--- config.mk ---
export PLATFORM = sky130hd
export DESIGN_NAME = data_memory
export DESIGN_NICKNAME = d
export VERILOG_FILES = /design/src/rtl/data_memory.sv
export SDC_FILE = /design/constraint.sdc
export NUM_CORES = 2
export LEC_CHECK = 0
export BUFFER_PORTS_ARGS = -buffer_cell sky130_fd_sc_hd__buf_2
export CAP_MARGIN = 5
export CORE_MARGIN = 2
export CORE_UTILIZATION = 51
export CTS_CLUSTER_SIZE = 8
export DETAILED_ROUTE_END_ITERATION = 8
export PLACE_DENSITY = 0.74
export SLEW_MARGIN = 20
export SYNTH_ARGS = -nofsm -noshare
export SYNTH_HDL_FRONTEND = slang
export SYNTH_SLANG_ARGS = --single-unit
--- constraint.sdc ---
create_clock -name clk -period 8.9 [get_ports clk]
set_input_delay 1.78 -clock clk [delete_from_list [all_inputs] [get_ports clk]]
set_output_delay 1.78 -clock clk [all_outputs]
set_load 0.05 [all_outputs]
--- src/rtl/data_memory.sv ---
// Single-cycle little-endian data memory for RISC-V loads/stores: synchronous byte-lane
// writes, combinational extended reads, misalignment/illegal-op detection and a sticky fault record.
module data_memory #(
   parameter int N      = 32,
   parameter int DEPTH  = 64,
   parameter int ADDR_W = 6
) (
   input  logic         clk,
   input  logic         rst_n,
   input  logic [N-1:0] addr,
   input  logic [N-1:0] wdata,
   input  logic         mem_read,
   input  logic         mem_write,
   input  logic [2:0]   funct3,
   input  logic         fault_clr,
   output logic [N-1:0] rdata,
   output logic         misaligned,
   output logic         fault_sticky,
   output logic [N-1:0] fault_addr
);

   logic [N-1:0]      r_mem [DEPTH];
   logic              r_fault_sticky;
   logic [N-1:0]      r_fault_addr;

   logic              w_act;
   logic              w_bad;
   logic              w_we;
   logic [ADDR_W-1:0] w_idx;
   logic [1:0]        w_lane;
   logic [N-1:0]      w_word;
   logic [7:0]        w_byte;
   logic [15:0]       w_half;
   logic [3:0]        w_be;
   logic [N-1:0]      w_wd;
   logic              w_unused;

   assign w_act    = mem_read | mem_write;
   assign w_idx    = addr[ADDR_W+1:2];
   assign w_lane   = addr[1:0];
   assign w_unused = ^addr[N-1:ADDR_W+2];

   // Unsigned sizes are only meaningful for loads, so a store with BU/HU is rejected.
   always_comb begin
      w_bad = 1'b1;
      case (funct3)
         3'b000:  w_bad = 1'b0;
         3'b001:  w_bad = addr[0];
         3'b010:  w_bad = |addr[1:0];
         3'b100:  w_bad = mem_write;
         3'b101:  w_bad = mem_write | addr[0];
         default: w_bad = 1'b1;
      endcase
   end

   assign misaligned = w_act & w_bad;
   assign w_we       = mem_write & ~misaligned;

   assign w_word = r_mem[w_idx];
   assign w_byte = w_word[{w_lane, 3'b000} +: 8];
   assign w_half = w_word[{w_lane[1], 4'b0000} +: 16];

   always_comb begin
      rdata = '0;
      if (mem_read && !misaligned) begin
         case (funct3)
            3'b000:  rdata = {{(N-8){w_byte[7]}}, w_byte};
            3'b001:  rdata = {{(N-16){w_half[15]}}, w_half};
            3'b010:  rdata = w_word;
            3'b100:  rdata = {{(N-8){1'b0}}, w_byte};
            3'b101:  rdata = {{(N-16){1'b0}}, w_half};
            default: rdata = '0;
         endcase
      end
   end

   // Store data is replicated across lanes so each enabled lane just picks its own slice.
   always_comb begin
      w_be = 4'b0000;
      w_wd = '0;
      case (funct3[1:0])
         2'b00: begin
            w_be = 4'b0001 << w_lane;
            w_wd = {4{wdata[7:0]}};
         end
         2'b01: begin
            w_be = w_lane[1] ? 4'b1100 : 4'b0011;
            w_wd = {2{wdata[15:0]}};
         end
         2'b10: begin
            w_be = 4'b1111;
            w_wd = wdata;
         end
         default: begin
            w_be = 4'b0000;
            w_wd = '0;
         end
      endcase
   end

   always_ff @(posedge clk or negedge rst_n) begin
      if (!rst_n) begin
         for (int i = 0; i < DEPTH; i++) begin
            r_mem[i] <= '0;
         end
      end else if (w_we) begin
         for (int b = 0; b < 4; b++) begin
            if (w_be[b]) begin
               r_mem[w_idx][8*b +: 8] <= w_wd[8*b +: 8];
            end
         end
      end
   end

   // A fault that coincides with a clear restarts the record with the new address.
   always_ff @(posedge clk or negedge rst_n) begin
      if (!rst_n) begin
         r_fault_sticky <= 1'b0;
         r_fault_addr   <= '0;
      end else if (misaligned) begin
         r_fault_sticky <= 1'b1;
         if (!r_fault_sticky || fault_clr) begin
            r_fault_addr <= addr;
         end
      end else if (fault_clr) begin
         r_fault_sticky <= 1'b0;
         r_fault_addr   <= '0;
      end
   end

   assign fault_sticky = r_fault_sticky;
   assign fault_addr   = r_fault_addr;

endmodule

==> impl_metrics.yaml <==
setup_path:
  worst-setup-path-type: "in -> out"
  path_cells: "buf_8, buf_4, buf_4, mux2_2, a221oi_1, o22ai_1, nor4_4, nor2_1, a21oi_1, o21ai_1, buf_2"
  reg2reg_from: "fault_sticky"
  cp-start-kind: "input port"
  end_kind: "output port"
  required_ps: 7120
  cp.arrival_ps: 6490
  slowest_stage: "nor4_4"
  max_stage_delay_ps: 760
  r2r_end: "fault_addr[23]"
  critPathLaunch: "addr[4]"
  reg2reg_depth: 2
  cp-endpoint: "rdata[9]"
  crit_fanout: 57
  reg2reg_slack_ps: 7180
  cpMostUsedCell: "buf_4"
synth:
  synth.distinct_cells: 85
  avgSynthCellArea_um2: 9.79
  synth_area_leaders: "dfrtp_1 (57%), a21oi_1 (6.5%), o21ai_0 (6.1%), nand2_1 (4.8%), nor2_1 (4.7%)"
  yosysWarnings: 0
  synth_top_area_share_pct: 57.1
  syn_area_um2: 91300
  synth_edf_count: 0
  ys_ff_latch: 2081
  seq_area_frac_synth_pct: 57.1
  synthFlopType: "dfrtp_1"
  postSynthCellCount: 9322
  synthesis.nets: 9394
  synthArstFlopShare_pct: 100
  yosys.area.top_type: "dfrtp_1"
cells_and_area:
  multi_input_area_um2: 36400
  fillers: 14600
  nets: 9254
  stdcell_count: 11600
  register_area_um2: 52100
  final_layout_size_suffix_gt1_share_pct: 11.6
  synthToLayoutAreaGrowth_pct: 12.4
power_and_ir_drop:
  irDropWorstVdd_mv: 0.195
  leakage_uw: 0.0461
  switching_power_uw: 5560
  p_total_uw: 22000
  p_clk_share_pct: 46.5
  swShare_pct: 25.2
  internal-power_uw: 16500
  p_seq_share_pct: 45.2
  powerDensity_nw_per_um2: 215
  combPwrFrac_pct: 8.3
sta:
  worst_slew_pin_slew_ps: 1320
  fin_crit_sh_pct: 92.9
  tns_ps: 0
  slew_viol_final: 0
  relSlewSlack_pct: 11.5
  hold_ws_ps: 473
  grt_setup_unrepaired: "no"
  finalHoldViolations: 0
  max_clock_freq_mhz: 121
  min_period_ps: 8270
  setup_violations: 0
  finClkSkew_ps: 37.7
floorplan:
  die_y_um: 427
  fp.dieW_um: 427
  rows: 155
  dieArea_um2: 182000
  initial_core_util_pct: 51.3
  ios: 138
  core_area_um2: 178000
cts:
  cts_tree: "built"
  clock_path_buffers: 4
  clkTransAtPathRegs_ps: 40
  cts.hold.buffers_added: 0
  cts-resized-gates: 0
  insertion_delay_ps: 940
  root_buffer: "clkbuf_16"
  htree_levels: 5
  cts_num_sinks: 2081
  cts_buffers: 310
  post_cts_buffers: 0
global_route:
  grt_first_pass_wirelength_um: 487000
  grt_max_degree: 200
  grt_usage_pct: 35.8
  antenna_found_initial: 16
  grt_pass1_vias: 74400
  grt_overflow: 0
detailed_routing:
  drtPass1Iterations: 9
  drt_wl_total_um: 329000
  ant_nets: 0
  wl_per_cell_um: 28.4
  num_vias: 77300
  via_per_inst: 6.69
  drt-initial-drc-count: 11700
  drc: 0
run_status:
  status: "complete, no violations"
job:
  max-cap-violations: 0
placement:
  hpwlAfterDp_um: 201000
  dp.cells: 11200
  gp_congestion: 1.02
  portBuffers: 137
min_path:
  hold_class: "reg -> reg"
  min_from: "r_mem[801]"
==> layout make-up <==
| type | instances | share of cell area, % |
|---|---|---|
| antenna | 9 | 0.0219 |
| clock buffer | 321 | 7.79 |
| clock inverter | 5 | 0.0561 |
| inverter | 16 | 0.0622 |
| multi-input combinational | 6391 | 35.5 |
| sequential | 2081 | 50.7 |
| tap | 2355 | 2.87 |
| timing repair buffer | 382 | 2.99 |
==> stage by stage <==
stage	worst slack (ps)	utilization, %	area (um2)
6_report	628	57.6	103000
5_1_grt	675	57.6	103000
4_1_cts	866	57.4	102000
3_5_place_dp	885	52.9	94200
3_3_place_gp	129	52.9	94100
2_1_floorplan	2380	-	91300
==> power by group through the flow <==
stage | clock network, uW | registers, uW | logic [uW]
after floorplan | 0 | 10100 | 874
after global placement | 0 | 10100 | 1710
after detailed placement | 0 | 10100 | 1740
after CTS | 10300 | 9950 | 1750
after global routing | 10700 | 9980 | 1910
final | 10200 | 9960 | 1820
==> placed cells by master, fill, tap and decap left out, drive strengths merged, types with 10 or more instances in the layout <==
cell type / Yosys / layout
buf: 361 / 382
nor2b: 20 / 20
a211oi: 18 / 18
a41oi: 17 / 17
mux2i: 268 / 268
nand2: 1159 / 1159
mux4: 40 / 40
a2111oi: 12 / 12
a221o: 36 / 36
a22oi: 320 / 320
mux2: 98 / 98
a31oi: 55 / 55
o21ai: 1115 / 1115
and4b: 10 / 10
nor2: 1152 / 1152
o2bb2ai: 29 / 29
o221ai: 17 / 17
a221oi: 145 / 145
a222oi: 21 / 21
a21oi: 1179 / 1179
and3: 11 / 11
o22ai: 68 / 68
dfrtp: 2081 / 2081
nand2b: 20 / 20
a22o: 106 / 106
nand3: 163 / 163
clkbuf: 473 / 321
nor4: 12 / 12
nand4: 20 / 20
nor3: 141 / 141
inv: 16 / 17
==> critical path, delay by kind of cell <==
family	cells	cell delay, ps
compound gates	4	1620
mux	1	400
simple gates	2	870
buf+inv	4	1730
==> worst min path at each step <==
stage / to / slack [ps] / cells past startpoint
global route: r_mem[134] / 490 / 2
global placement: r_mem[885] / 460 / 2
detailed placement: r_mem[353] / 460 / 2
CTS: r_mem[51] / 480 / 2
finish: r_mem[801] / 470 / 2
floorplan: r_mem[353] / 440 / 2
==> logic make-up after synthesis <==
kind of cell,synth area share (%)
AO/OA/AOI/OAI,20.7
AND/OR/NAND/NOR,12.8
flip-flops,57.1
buffers and inverters,4.22
multiplexers,5.15
XOR/XNOR,0.00960
==> Yosys cell counts (78+ instances only) <==
master	number
nor2_1	1150
a221oi_1	143
o21ai_0	1109
dfrtp_1	2081
nand3_1	153
a22oi_1	320
a22o_1	106
nand2_1	1155
a21oi_1	1179
nor3_1	78
buf_2	250
mux2_2	93
clkbuf_1	473
mux2i_1	268
==> metal layers <==
layer / track usage, % / vias up / wire length (um)
met5: 0 / - / 71
met4: 26.9 / 10 / 28400
met3: 10.7 / 1378 / 40500
met2: 51.6 / 5446 / 141000
met1: 45.4 / 37900 / 119000
li1: - / 32600 / -
==> registers in the layout, summed over array words and instances (netlist names) <==
name / flops
fault_addr: 32
fault_sticky: 1
r_mem: 2048
(Power assumes the default switching activity.)
